$ cat src/rtl/axi_lite_slave_regs.sv
// AXI4-Lite slave with four 32-bit registers at 0x0/0x4/0x8/0xC. AXI_SLVERR_EN enables SLVERR for addresses >= 0x10.
// Write commits one edge after the second of AW/W is captured, and read data appears one edge after AR. B and R hold until READY.
module axi_lite_slave_regs #(
    parameter int ADDR_WIDTH = 32,
    parameter int DATA_WIDTH = 32
) (
    input  logic                      ACLK,
    input  logic                      ARESETn,
    input  logic [ADDR_WIDTH-1:0]     AWADDR,
    input  logic                      AWVALID,
    output logic                      AWREADY,
    input  logic [DATA_WIDTH-1:0]     WDATA,
    input  logic [DATA_WIDTH/8-1:0]   WSTRB,
    input  logic                      WVALID,
    output logic                      WREADY,
    output logic [1:0]                BRESP,
    output logic                      BVALID,
    input  logic                      BREADY,
    input  logic [ADDR_WIDTH-1:0]     ARADDR,
    input  logic                      ARVALID,
    output logic                      ARREADY,
    output logic [DATA_WIDTH-1:0]     RDATA,
    output logic [1:0]                RRESP,
    output logic                      RVALID,
    input  logic                      RREADY
);

    localparam logic [1:0] RESP_OKAY   = 2'b00;
    localparam logic [1:0] RESP_SLVERR = 2'b10;
    localparam int         NBYTES      = DATA_WIDTH / 8;

    typedef enum logic [1:0] {W_IDLE, W_WAIT, W_RESP} w_state_t;
    typedef enum logic       {R_IDLE, R_DATA}         r_state_t;

    w_state_t              w_state;
    r_state_t              r_state;
    logic [DATA_WIDTH-1:0] slv_reg [4];

    logic                  aw_held;
    logic                  w_held;
    logic [1:0]            aw_idx;
    logic                  aw_oor;
    logic [DATA_WIDTH-1:0] wdata_q;
    logic [NBYTES-1:0]     wstrb_q;

    logic                  aw_oor_in;
    logic                  ar_oor_in;
    logic                  aw_hs;
    logic                  w_hs;

`ifdef AXI_SLVERR_EN
    assign aw_oor_in = |AWADDR[ADDR_WIDTH-1:4];
    assign ar_oor_in = |ARADDR[ADDR_WIDTH-1:4];
    logic unused_addr_bits;
    assign unused_addr_bits = ^{AWADDR[1:0], ARADDR[1:0]};
`else
    // Upper address bits alias onto the four registers.
    assign aw_oor_in = 1'b0;
    assign ar_oor_in = 1'b0;
    logic unused_addr_bits;
    assign unused_addr_bits = ^{AWADDR[ADDR_WIDTH-1:4], AWADDR[1:0],
                                ARADDR[ADDR_WIDTH-1:4], ARADDR[1:0]};
`endif

    assign aw_hs = AWVALID && AWREADY;
    assign w_hs  = WVALID && WREADY;

    always_ff @(posedge ACLK or negedge ARESETn) begin
        if (!ARESETn) begin
            w_state <= W_IDLE;
            AWREADY <= 1'b1;
            WREADY  <= 1'b1;
            BVALID  <= 1'b0;
            BRESP   <= RESP_OKAY;
            aw_held <= 1'b0;
            w_held  <= 1'b0;
            aw_idx  <= '0;
            aw_oor  <= 1'b0;
            wdata_q <= '0;
            wstrb_q <= '0;
            for (int i = 0; i < 4; i++) slv_reg[i] <= '0;
        end else begin
            case (w_state)
                W_IDLE, W_WAIT: begin
                    if (aw_held && w_held) begin
                        // Both halves captured on an earlier edge: commit now.
                        if (!aw_oor) begin
                            for (int k = 0; k < NBYTES; k++) begin
                                if (wstrb_q[k]) slv_reg[aw_idx][8*k +: 8] <= wdata_q[8*k +: 8];
                            end
                        end
                        BVALID  <= 1'b1;
                        BRESP   <= aw_oor ? RESP_SLVERR : RESP_OKAY;
                        w_state <= W_RESP;
                    end else begin
                        if (aw_hs) begin
                            aw_held <= 1'b1;
                            AWREADY <= 1'b0;
                            aw_idx  <= AWADDR[3:2];
                            aw_oor  <= aw_oor_in;
                        end
                        if (w_hs) begin
                            w_held  <= 1'b1;
                            WREADY  <= 1'b0;
                            wdata_q <= WDATA;
                            wstrb_q <= WSTRB;
                        end
                        if (aw_hs || w_hs || aw_held || w_held) w_state <= W_WAIT;
                    end
                end
                W_RESP: begin
                    if (BREADY) begin
                        BVALID  <= 1'b0;
                        AWREADY <= 1'b1;
                        WREADY  <= 1'b1;
                        aw_held <= 1'b0;
                        w_held  <= 1'b0;
                        w_state <= W_IDLE;
                    end
                end
                default: w_state <= W_IDLE;
            endcase
        end
    end

    // Register reads use pre-edge contents, so a same-edge write is not visible.
    always_ff @(posedge ACLK or negedge ARESETn) begin
        if (!ARESETn) begin
            r_state <= R_IDLE;
            ARREADY <= 1'b1;
            RVALID  <= 1'b0;
            RDATA   <= '0;
            RRESP   <= RESP_OKAY;
        end else begin
            case (r_state)
                R_IDLE: begin
                    if (ARVALID && ARREADY) begin
                        RDATA   <= ar_oor_in ? '0 : slv_reg[ARADDR[3:2]];
                        RRESP   <= ar_oor_in ? RESP_SLVERR : RESP_OKAY;
                        RVALID  <= 1'b1;
                        ARREADY <= 1'b0;
                        r_state <= R_DATA;
                    end
                end
                R_DATA: begin
                    if (RREADY) begin
                        RVALID  <= 1'b0;
                        ARREADY <= 1'b1;
                        r_state <= R_IDLE;
                    end
                end
                default: r_state <= R_IDLE;
            endcase
        end
    end

endmodule
$ cat config.mk
export PLATFORM = sky130hd
export DESIGN_NAME = axi_lite_slave_regs
export DESIGN_NICKNAME = d
export VERILOG_FILES = /design/src/rtl/axi_lite_slave_regs.sv
export SDC_FILE = /design/constraint.sdc
export NUM_CORES = 1
export LEC_CHECK = 0
export CAP_MARGIN = 20
export CORE_UTILIZATION = 40
export CTS_BUF_LIST = sky130_fd_sc_hd__clkbuf_4
export DETAILED_ROUTE_END_ITERATION = 7
export PLACE_DENSITY_LB_ADDON = 0.2
export SLEW_MARGIN = 5
export SYNTH_ARGS = -nofsm -noshare
export SYNTH_HDL_FRONTEND = slang
export SYNTH_SLANG_ARGS = --single-unit
export TNS_END_PERCENT = 30
$ cat constraint.sdc
create_clock -name ACLK -period 2.63 [get_ports ACLK]
set_clock_uncertainty 0.1 [all_clocks]
set_input_delay 0.526 -clock ACLK [delete_from_list [all_inputs] [get_ports ACLK]]
set_output_delay 0.526 -clock ACLK [all_outputs]
set_load 0.05 [all_outputs]
---- Yosys cells after proc, flatten, opt, wreduce, memory -nomap -nowiden ----
Cells that the tools add are included.
W data, S select, Z words.
storage, ports and cells
  register bits after elaboration ......... 208
  output and inout bits ................... 41
  logic and storage cells ................. 108
operators by class
  order comparisons ....................... 3
  equal/unequal tests ..................... 10
  muxes and demuxes ....................... 54
  bitwise operators ....................... 4
  reductions and logical operators ........ 20
operators with widths
  operator              count
  $mux W128             10
  $bwmux W128           4
  $demux W32 S2         4
  $mux W32              3
  $bmux W32 S2          1
  $mux W24              1
  $mux W1               17
  $mux W16              1
  $pmux W1 S2           8
  $ne A2 B2 Y1 const B  7
  $reduce_and A3 Y1     3
  $mux W8               1
  $reduce_and A2 Y1     4
  $reduce_and A4 Y1     2
  $ge A3 B3 Y1 const B  2
  $mux W2               3
  $not A2 Y3            2
  $logic_and A1 B1 Y1   5
  $pmux W2 S2           1
  $logic_or A1 B1 Y1    3
  $lt A3 B1 Y1 const B  1
  $ne A3 B3 Y1 const B  1
  $eq A2 B1 Y1 const B  1
  $eq A2 B2 Y1 const B  1
  4 further kinds       5

---- Depth between registers and ports, before layout ----
Gate-level depths: netlist (run 1).
  depth in word-level cells ............... 19
  mapped depth ............................ 6
  depth with buffers taken out ............ 3

---- Least setup slack after synthesis (run 1) ----
Ideal clock, no wire load.
  path type ............................... register to register
  from .................................... reg w_held
  to ...................................... reg wdata_q[10]
  arrival ................................. 1.672 ns
  required time ........................... 2.405 ns
  setup slack ............................. 0.733 ns
  cell stages (with the launch flop) ...... 7
  path buffers ............................ 3
  clock period less this slack ............ 1.897 ns
  cells stage by stage .................... dfrtp_1 -> clkbuf_1 -> and2_1 -> buf_2 -> nor3_4 -> buf_6 -> mux2_2
between the ends
  cells in the longest elaborated chain, start to end .. 3
ends and longest elaborated chain
  item                         RTL line  RTL
  start: declaration           40        logic w_held;
  start signal: assignment     76        w_held <= 1'b0;
  start signal: assignment     103       w_held <= 1'b1;
  start signal: assignment     117       w_held <= 1'b0;
  $logic_and A1 B1 Y1          85        if (aw_held && w_held) begin
  $not A1 Y1 (no line)         --
  $reduce_and A3 Y1 (no line)  --
  end signal: assignment       79        wdata_q <= '0;
  end signal: assignment       105       wdata_q <= WDATA;
  end: declaration             43        logic [DATA_WIDTH-1:0] wdata_q;
No other way between the ends.
A chain may end at the register's enable or synchronous reset.

---- Worst setup path after layout (run 1) ----
  from .................................... reg RDATA[12]
  to ...................................... out RDATA[12]
RTL lines
  item                      RTL line  RTL
  start: declaration        22        output logic [DATA_WIDTH-1:0] RDATA,
  start signal: assignment  138       RDATA <= ar_oor_in ? '0 : slv_reg[ARADDR[3:2]];
No word-level cell between the ends.

==> results.json, run 1 <==
{
  "status": "finished clean",
  "start_util_pct": 41.1,
  "start_kind": "flop",
  "nets": 842,
  "relSlewSlack_pct": 62.0,
  "post_cts_buffers": 0,
  "crit_fanout": 2,
  "tns_ps": 0,
  "synth_warnings": 0,
  "synth_seq_cells": 208,
  "r2r_end": "slv_reg[52]",
  "hold_viol_final": 0,
  "post-route-drc-count": 0,
  "drt_first_pass_iters": 4,
  "die_y_um": 149,
  "grt_usage_pct": 18.0,
  "switchingPower_mw": 1.60,
  "worst_slew_pin_slew_ps": 571,
  "largest_reg_flops": 128,
  "p_leak_nw": 5.26,
  "die-area_um2": 22300,
  "grt_pass1_wl_um": 30900,
  "min_period_ps": 2520,
  "clockRootBuffer": "clkbuf_4",
  "antenna_left": 0,
  "path_depth": 1,
  "clockPowerShare_pct": 42.3,
  "num_vias": 5489,
  "crit_path_top_delay_cell": "clkdlybuf4s50_1",
  "drive_gt1_share_pct": 34.5,
  "netlist_area_um2": 8690,
  "cp-end-kind": "output pin",
  "via_per_inst": 5.24,
  "drv_slew": 0,
  "vdd.ir_drop.worst_v": 0.000375,
  "cp.required_ps": 2000,
  "power_density_nw_per_um2": 604,
  "rsz0062_at_grt": "no",
  "hold_path_class": "in2async",
  "clk_latency_ps": 680,
  "crit_chain": "clkdlybuf4s50_1",
  "clock_sinks": 208,
  "cts_buffers": 55,
  "dp_hpwl_um": 11900,
  "wl_per_cell_um": 18.3,
  "crit_type": "reg2out",
  "grt_pass1_vias": 5883,
  "seq_power_share_pct": 50.4,
  "crit_family": "buffers and inverters",
  "max_freq_mhz": 397,
  "finalSetupViolations": 0,
  "critical_path.endpoint": "RDATA[12]",
  "crit_start": "RDATA[12]",
  "ys.flop_type": "dfrtp_1",
  "reg2reg_from": "aw_idx[0]",
  "slowest_delay_ps": 820,
  "cts_buffer_depth": 3,
  "internal-power_mw": 4.84,
  "fin_crit_sh_pct": 95.8,
  "crit_arrival_ps": 1890,
  "synth_edf_count": 0,
  "grt_start_max_net_pins": 62,
  "cts_tree": "yes",
  "r2r_slack_ps": 590,
  "max-cap-violations": 0,
  "seq_area_frac_synth_pct": 59.9,
  "antenna_found_initial": 1,
  "dpl_worst_slack_ps": 443,
  "combPwrFrac_pct": 7.3,
  "ys_types": 32,
  "finalWeightedCongestion": 0.738,
  "rows": 53,
  "clk_pin_slew_ps": 60,
  "cp.buffers_inverters": 1,
  "h-tree-depth": 2,
  "async_reset_ff_share_pct": 100,
  "ios": 148,
  "wirelength_um": 19200,
  "core_um2": 21200,
  "finalWorstSetupSlack_ps": 110,
  "swShare_pct": 24.8,
  "portBuffers": 83,
  "area_delta_synth_final_pct": 22.7,
  "grt_overflow": 0,
  "die_width_um": 149,
  "reg2reg_depth": 3,
  "drt_iter0_drc": 197,
  "syn_inst": 606,
  "syn_area_per_cell_um2": 14.3,
  "fin_hold_ws_ps": 315
}
## area by class of cell
cell class / instances / area [µm²]
fill: 1827 / 10500
sequential: 208 / 5210
multi-input combinational: 358 / 3270
timing repair buffer: 106 / 1130
clock buffer: 85 / 638
tap: 275 / 344
clock inverter: 9 / 47.5
inverter: 6 / 22.5
antenna: 1 / 2.50
## layout by cell type (no fill, tap or decap), types with 3 or more instances in the layout
cell type	Yosys	final
inv_1	6	6
nand4_1	4	4
buf_4	4	13
clkbuf_4	0	85
conb_1	1	4
nand2_1	42	42
nand3_1	3	3
mux2i_1	64	64
a21oi_1	3	3
dfrtp_1	205	205
mux2_1	20	20
dlygate4sd2_1	0	3
buf_12	0	10
dfstp_2	3	3
nor2_1	7	7
and3_1	6	6
o21ai_0	9	9
o221ai_1	32	32
clkinv_1	0	6
nor3_2	4	4
clkdlybuf4s50_1	0	78
mux2_2	146	146
## routing by layer
layer	routed length, µm	share of wire [%]	track usage [%]	vias up
met2	9490	50	30.1	115
li1	-	-	-	2492
met4	301	1.6	6.33	0
met5	0	0	0	-
met1	8460	44	22.9	2852
met3	903	4.7	4.10	30
## timing repair
item,in CTS,in global routing
endpoints found under the setup margin,3,0
hold buffers,1,0
gates resized for setup,3,0
endpoints found under the hold margin,56,0
## logic make-up (layout without fill, tap and decap cells)
kind of cell,Yosys count,in the layout,synth area share (%)
mux,230,230,28.9
flops,208,208,59.9
buf+inv,43,206,2.52
other cells,1,5,0.0432
simple gates,77,77,4.43
compound gates,47,47,4.18
## cells in the mapped netlist (2+ instances only)
library cell  count  area [µm²]
a21oi_1           3        15.0
and3_1            6        37.5
buf_2            15        75.1
buf_4             4        30.0
buf_6             3        33.8
clkbuf_1         14        52.6
dfrtp_1         205        5130
dfstp_2           3        78.8
inv_1             6        22.5
mux2_1           20         225
mux2_2          146        1640
mux2i_1          64         641
nand2_1          42         158
nand2b_1          2        12.5
nand3_1           3        15.0
nand3b_1          2        15.0
nand4_1           4        25.0
nor2_1            7        26.3
nor2b_1           2        12.5
nor3_2            4        40.0
o21ai_0           9        45.0
o221ai_1         32         280
## worst reg2reg max path, delay by kind of cell (launching register included)
family / cells / cell delay [ps]
AND/OR/NAND/NOR: 2 / 910
flip-flops: 1 / 470
multiplexers: 1 / 410
## worst min-delay path by stage
| stage | to | slack [ps] | cells past startpoint |
|---|---|---|---|
| 2_1_floorplan | BVALID | 130 | 0 |
| 3_3_place_gp | RDATA[21] | 380 | 2 |
| 3_5_place_dp | RDATA[15] | 380 | 2 |
| 4_1_cts | wdata_q[13] | 290 | 2 |
| 5_1_grt | slv_reg[90] | 320 | 2 |
| 6_report | slv_reg[90] | 310 | 2 |
## stage by stage
step	cells	utilization, %	total power [mW]	instance area, µm²
floorplan	609	-	3.50	8700
global placement	952	47.1	3.78	9970
detailed placement	952	47.1	3.79	9970
CTS	1047	50.4	6.57	10700
global route	1048	50.4	6.76	10700
finish	1048	50.4	6.44	10700
## power by group through the flow
stage	sequential, mW	clock (mW)	combinational (mW)
2_1_floorplan	3.36	0	0.143
5_1_grt	3.25	3.00	0.504
3_5_place_dp	3.31	0	0.483
3_3_place_gp	3.30	0	0.472
4_1_cts	3.25	2.84	0.480
6_report	3.25	2.73	0.469
(Power assumes the default switching activity.)
==> run 2: changes to the inputs <==
--- a/config.mk
+++ b/config.mk
@@ -5,6 +5,7 @@
 export SDC_FILE = /design/constraint.sdc
 export NUM_CORES = 1
 export LEC_CHECK = 0
+export ABC_AREA = 1
 export CAP_MARGIN = 20
 export CORE_UTILIZATION = 40
 export CTS_BUF_LIST = sky130_fd_sc_hd__clkbuf_4
==> constraint.sdc (replaced) <==
create_clock -name ACLK -period 2.63 [get_ports ACLK]
set_clock_uncertainty 0.1 [all_clocks]
set_input_delay 0.526 -clock ACLK [delete_from_list [all_inputs] [get_ports ACLK]]
set_output_delay 0.526 -clock ACLK [all_outputs]
set_load 0.02 [all_outputs]
==> run 2 against run 1 <==
- sequential power increased by 58%
- critical path depth is the same
- clock power shrank 2%
- critical path type unchanged
- final cell count is 52% higher
==> results.json, run 2 <==
{
  "status": "finished clean",
  "drv_slew": 0,
  "synth_top_cell_by_area": "dfrtp_1",
  "power_density_nw_per_um2": 1040,
  "ctsHoldBuffers": 1,
  "cts_tree": "yes",
  "cp-end-kind": "output pin",
  "crit_path_top_delay_cell": "clkdlybuf4s50_1",
  "drt_iter0_drc": 407,
  "syn_area_per_cell_um2": 8.08,
  "antenna_found_initial": 1,
  "final_common_cell": "nand2_1",
  "slowest_delay_ps": 620,
  "netlist_area_um2": 9300,
  "synth_edf_count": 0,
  "antenna_left": 0,
  "post_cts_buffers": 0,
  "hold_viol_final": 0,
  "seq_area_frac_synth_pct": 56.0,
  "dp_hpwl_um": 12800,
  "path_depth": 1,
  "clk_pin_slew_ps": 70,
  "fin_crit_sh_pct": 93.7,
  "clockRootBuffer": "clkbuf_4",
  "synth_warnings": 0,
  "reg2reg_depth": 4,
  "cts_buffer_depth": 3,
  "relSlewSlack_pct": 48.3,
  "cp.required_ps": 2000,
  "async_reset_ff_share_pct": 100,
  "num_vias": 7298,
  "rsz0062_at_grt": "no",
  "r2r_slack_ps": 610,
  "min_period_ps": 2460,
  "max-cap-violations": 0,
  "ys_types": 22,
  "p_leak_nw": 5.74,
  "wirelength_um": 20700,
  "max_freq_mhz": 406,
  "grt_usage_pct": 18.5,
  "crit_start": "WREADY",
  "grt_overflow": 0,
  "seq_area_um2": 5210,
  "nets": 1371,
  "cts_resized": 0,
  "start_util_pct": 40.9,
  "area_delta_synth_final_pct": 19.4,
  "cp.buffers_inverters": 1,
  "reg2reg_from": "aw_held",
  "fin_hold_ws_ps": 263,
  "clock_sinks": 208,
  "clk_latency_ps": 680,
  "synth_most_common_cell": "nand2_1",
  "crit_fanout": 5,
  "finalSetupViolations": 0,
  "core_um2": 22700,
  "rows": 55,
  "cts_buffers": 57,
  "crit_family": "buffers and inverters",
  "die_width_um": 154,
  "largest_reg_flops": 128,
  "worst_slew_pin_slew_ps": 776,
  "crit_arrival_ps": 1840,
  "post-route-drc-count": 0,
  "tns_ps": 0,
  "synth_seq_cells": 208,
  "start_kind": "flop",
  "finalWeightedCongestion": 0.786,
  "multi_input_area_um2": 3130,
  "drive_gt1_share_pct": 9.60,
  "via_per_inst": 4.60,
  "wl_per_cell_um": 13.1,
  "grt_pass1_vias": 7083,
  "synth_commonest_cells": "nand2_1, dfrtp_1, inv_1",
  "yosys-top-cells-area": "dfrtp_1, nand2_1, inv_1",
  "r2r_end": "slv_reg[113]",
  "syn_inst": 1151,
  "h-tree-depth": 2,
  "ys.flop_type": "dfrtp_1",
  "die-area_um2": 23900,
  "nFillCells": 2257,
  "critical_path.endpoint": "WREADY",
  "ios": 148,
  "vdd.ir_drop.worst_v": 0.000503,
  "final_cell_mix": "nand2_1, dfrtp_1, inv_1, o21ai_0, clkdlybuf4s50_1",
  "crit_chain": "clkdlybuf4s50_1",
  "die_y_um": 154,
  "synth_top_area_share_pct": 55.2,
  "grt_pass1_wl_um": 35600,
  "portBuffers": 83,
  "crit_type": "reg2out",
  "drt_first_pass_iters": 5,
  "grt_start_max_net_pins": 65,
  "hold_path_class": "in2async"
}
## run 2: cell types whose count changed in the layout (fill, tap and decap cells not counted), moves of 33 or more
| cell | previous run | this run |
|---|---|---|
| nand2_1 | 42 | 412 |
| a21oi_1 | 3 | 36 |
| o21ai_0 | 9 | 111 |
| mux2_2 | 146 | 0 |
| mux2i_1 | 64 | 0 |
| inv_1 | 6 | 176 |
| nand3_1 | 3 | 75 |
| nor2_1 | 7 | 40 |
## run 2: worst min path at each step
stage / start / endpoint
6_report: ARESETn / RDATA[25]
5_1_grt: ARESETn / slv_reg[36]
4_1_cts: ARESETn / RDATA[25]
3_5_place_dp: RDATA[25] / RDATA[25]
3_3_place_gp: RDATA[10] / RDATA[10]
2_1_floorplan: ARESETn / BVALID
## run 2: report_power, final
group,leakage [nW],internal (mW),total [mW],switching [mW]
combinational,2.71,1.48,3.73,2.25
sequential,2.62,4.48,5.15,0.669
clock,0.405,1.39,2.68,1.29
total,5.74,7.35,11.6,4.22
## run 2: final cells by class
| class | instances | share of cell area [%] |
|---|---|---|
| Sequential cell | 208 | 46.9 |
| Multi-Input combinational cell | 715 | 28.2 |
| Timing Repair Buffer | 105 | 9.66 |
| Inverter | 177 | 5.98 |
| Clock buffer | 80 | 5.41 |
| Tap cell | 285 | 3.21 |
| Clock inverter | 17 | 0.597 |
| Antenna cell | 1 | 0.0225 |
## run 2: through the flow
stage / utilization [%] / total power [mW] / instance area, µm² / worst slack, ps / cells
6_report: 48.9 / 11.6 / 11100 / 165 / 1588
3_3_place_gp: 45.9 / 8.88 / 10400 / 453 / 1489
3_5_place_dp: 45.9 / 8.97 / 10400 / 466 / 1489
2_1_floorplan: - / 7.60 / 9310 / 1030 / 1154
5_1_grt: 48.9 / 12.6 / 11100 / 72.2 / 1588
4_1_cts: 48.9 / 11.7 / 11100 / 94.6 / 1587
## run 2: kinds of logic (layout without fill, tap and decap cells)
kind of cell | count (synthesis) | count (layout) | share of synthesized area, %
buffers and inverters | 231 | 379 | 10.4
other | 1 | 5 | 0.0403
AOI/OAI and AO/OA | 168 | 168 | 9.04
and+or+nand+nor | 543 | 543 | 24.5
DFF | 208 | 208 | 56.0
## run 2: layer usage
| metal | routed length [µm] | GRT usage [%] |
|---|---|---|
| met3 | 1180 | 3.98 |
| met5 | 0 | 0 |
| met1 | 10000 | 25.6 |
| met4 | 338 | 5.70 |
| met2 | 9190 | 29.2 |
==> run 3: changes to the inputs <==
--- a/config.mk
+++ b/config.mk
@@ -7,10 +7,14 @@
 export LEC_CHECK = 0
 export ABC_AREA = 1
 export CAP_MARGIN = 20
-export CORE_UTILIZATION = 40
+export CELL_PAD_IN_SITES_DETAIL_PLACEMENT = 1
+export CELL_PAD_IN_SITES_GLOBAL_PLACEMENT = 2
+export CORE_UTILIZATION = 33
 export CTS_BUF_LIST = sky130_fd_sc_hd__clkbuf_4
 export DETAILED_ROUTE_END_ITERATION = 7
+export HOLD_SLACK_MARGIN = 0.03
 export PLACE_DENSITY_LB_ADDON = 0.2
+export SKIP_CTS_REPAIR_TIMING = 1
 export SLEW_MARGIN = 5
 export SYNTH_ARGS = -nofsm -noshare
 export SYNTH_HDL_FRONTEND = slang
==> run 3 against run 2 <==
- via count rose by 1.9%
- critical path depth unchanged
- maximum frequency increased by 0.54%
- register-to-register slack got worse by 130 ps
- setup slack improved by 13 ps
- sequential power about the same
- utilization decreased by 7.9 points
- largest power group unchanged
==> results.json, run 3 (synthesis results as in run 2) <==
{
  "grt_pass1_vias": 7648,
  "grt_overflow": 0,
  "internal-power_mw": 7.68,
  "portBuffers": 83,
  "crit_fanout": 5,
  "crit_chain": "clkdlybuf4s50_1",
  "start_util_pct": 33.5,
  "rsz0062_at_grt": "no",
  "crit_arrival_ps": 1830,
  "wirelength_um": 23700,
  "crit_type": "reg2out",
  "max_freq_mhz": 408,
  "clockRootBuffer": "clkbuf_4",
  "crit_path_top_delay_cell": "clkdlybuf4s50_1",
  "ios": 148,
  "p_leak_nw": 5.85,
  "vdd.ir_drop.worst_v": 0.000349,
  "die_width_um": 170,
  "swShare_pct": 36.2,
  "cp.buffers_inverters": 1,
  "drv_slew": 0,
  "clk_pin_slew_ps": 60,
  "hold_viol_final": 0,
  "relSlewSlack_pct": 58.1,
  "h-tree-depth": 2,
  "die_y_um": 170,
  "antenna_found_initial": 1,
  "largest_reg_flops": 128,
  "min_period_ps": 2450,
  "final_cell_mix": "nand2_1, dfrtp_1, inv_1, o21ai_0, clkbuf_4",
  "fin_crit_sh_pct": 93.2,
  "total_power_mw": 12.0,
  "clockPowerShare_pct": 25.6,
  "crit_family": "buffers and inverters",
  "core_um2": 27800,
  "via_per_inst": 4.38,
  "drt_first_pass_iters": 4,
  "cts_buffer_depth": 3,
  "num_vias": 7435,
  "status": "finished clean",
  "combPwrFrac_pct": 31.4,
  "max-cap-violations": 0,
  "dp_hpwl_um": 14900,
  "rows": 61,
  "finalSetupViolations": 0,
  "area_delta_synth_final_pct": 22.5,
  "drt_iter0_drc": 308,
  "finalWeightedCongestion": 0.716,
  "hold_path_class": "in2reg",
  "clk_latency_ps": 670,
  "switchingPower_mw": 4.35,
  "die-area_um2": 28900,
  "nets": 1377,
  "tns_ps": 0,
  "fin_util_pct": 41.0,
  "antenna_left": 0,
  "slowest_delay_ps": 610,
  "start_kind": "flop",
  "drive_gt1_share_pct": 11.4,
  "grt_usage_pct": 17.5,
  "cts_buffers": 58,
  "cp-end-kind": "output pin",
  "cts_tree": "yes",
  "final_common_cell": "nand2_1",
  "grt_start_max_net_pins": 61,
  "nFillCells": 3444,
  "grt_pass1_wl_um": 39800,
  "cp.required_ps": 2000,
  "clock_sinks": 208,
  "worst_slew_pin_slew_ps": 627,
  "seq_power_share_pct": 43.0,
  "power_density_nw_per_um2": 1060,
  "wl_per_cell_um": 14.0,
  "post-route-drc-count": 0
}
-- run 3: final timing paths --
kind	from	end	slack (ps)	cells after the start
max	WREADY	WREADY	180	1
min	RREADY	ARREADY	290	3
max reg2reg	aw_held	slv_reg[107]	480	5
min reg2reg	RDATA[9]	RDATA[9]	380	2
max in group asynchronous	ARESETn	ARREADY	1370	3
min in group asynchronous	ARESETn	wdata_q[10]	320	2
-- run 3: routing by layer --
metal	vias to the layer above	part of all wire [%]	GRT usage, %
met2	112	45	28.5
li1	3802	-	-
met3	45	3.7	3.51
met4	0	2.1	5.91
met1	3476	49	23.3
met5	-	0	0
-- run 3: metrics by stage --
step                cells  hold WS, ps  instance area, µm²  setup WS (ps)
finish               1698          287               11400            179
global route         1698          259               11400           45.0
CTS                  1696         -297               11400           88.9
detailed placement   1587          365               10600            428
global placement     1587          361               10600            531
floorplan            1154          130                9310           1030
-- run 3: final cells by class --
cell class,instances,area [µm²],area share [%]
Sequential cell,208,5210,45.7
Multi-Input combinational cell,715,3130,27.5
Timing Repair Buffer,110,1110,9.75
Clock buffer,102,766,6.72
Inverter,177,664,5.83
Tap cell,378,473,4.15
Clock inverter,7,28.8,0.253
Antenna cell,1,2.50,0.0220
-- run 3: power groups by stage --
stage	clock (mW)	combinational (mW)	sequential (mW)
detailed placement	0	3.86	5.23
CTS	3.25	3.88	5.18
global route	3.40	4.38	5.35
global placement	0	3.77	5.19
floorplan	0	2.18	5.42
finish	3.08	3.78	5.17
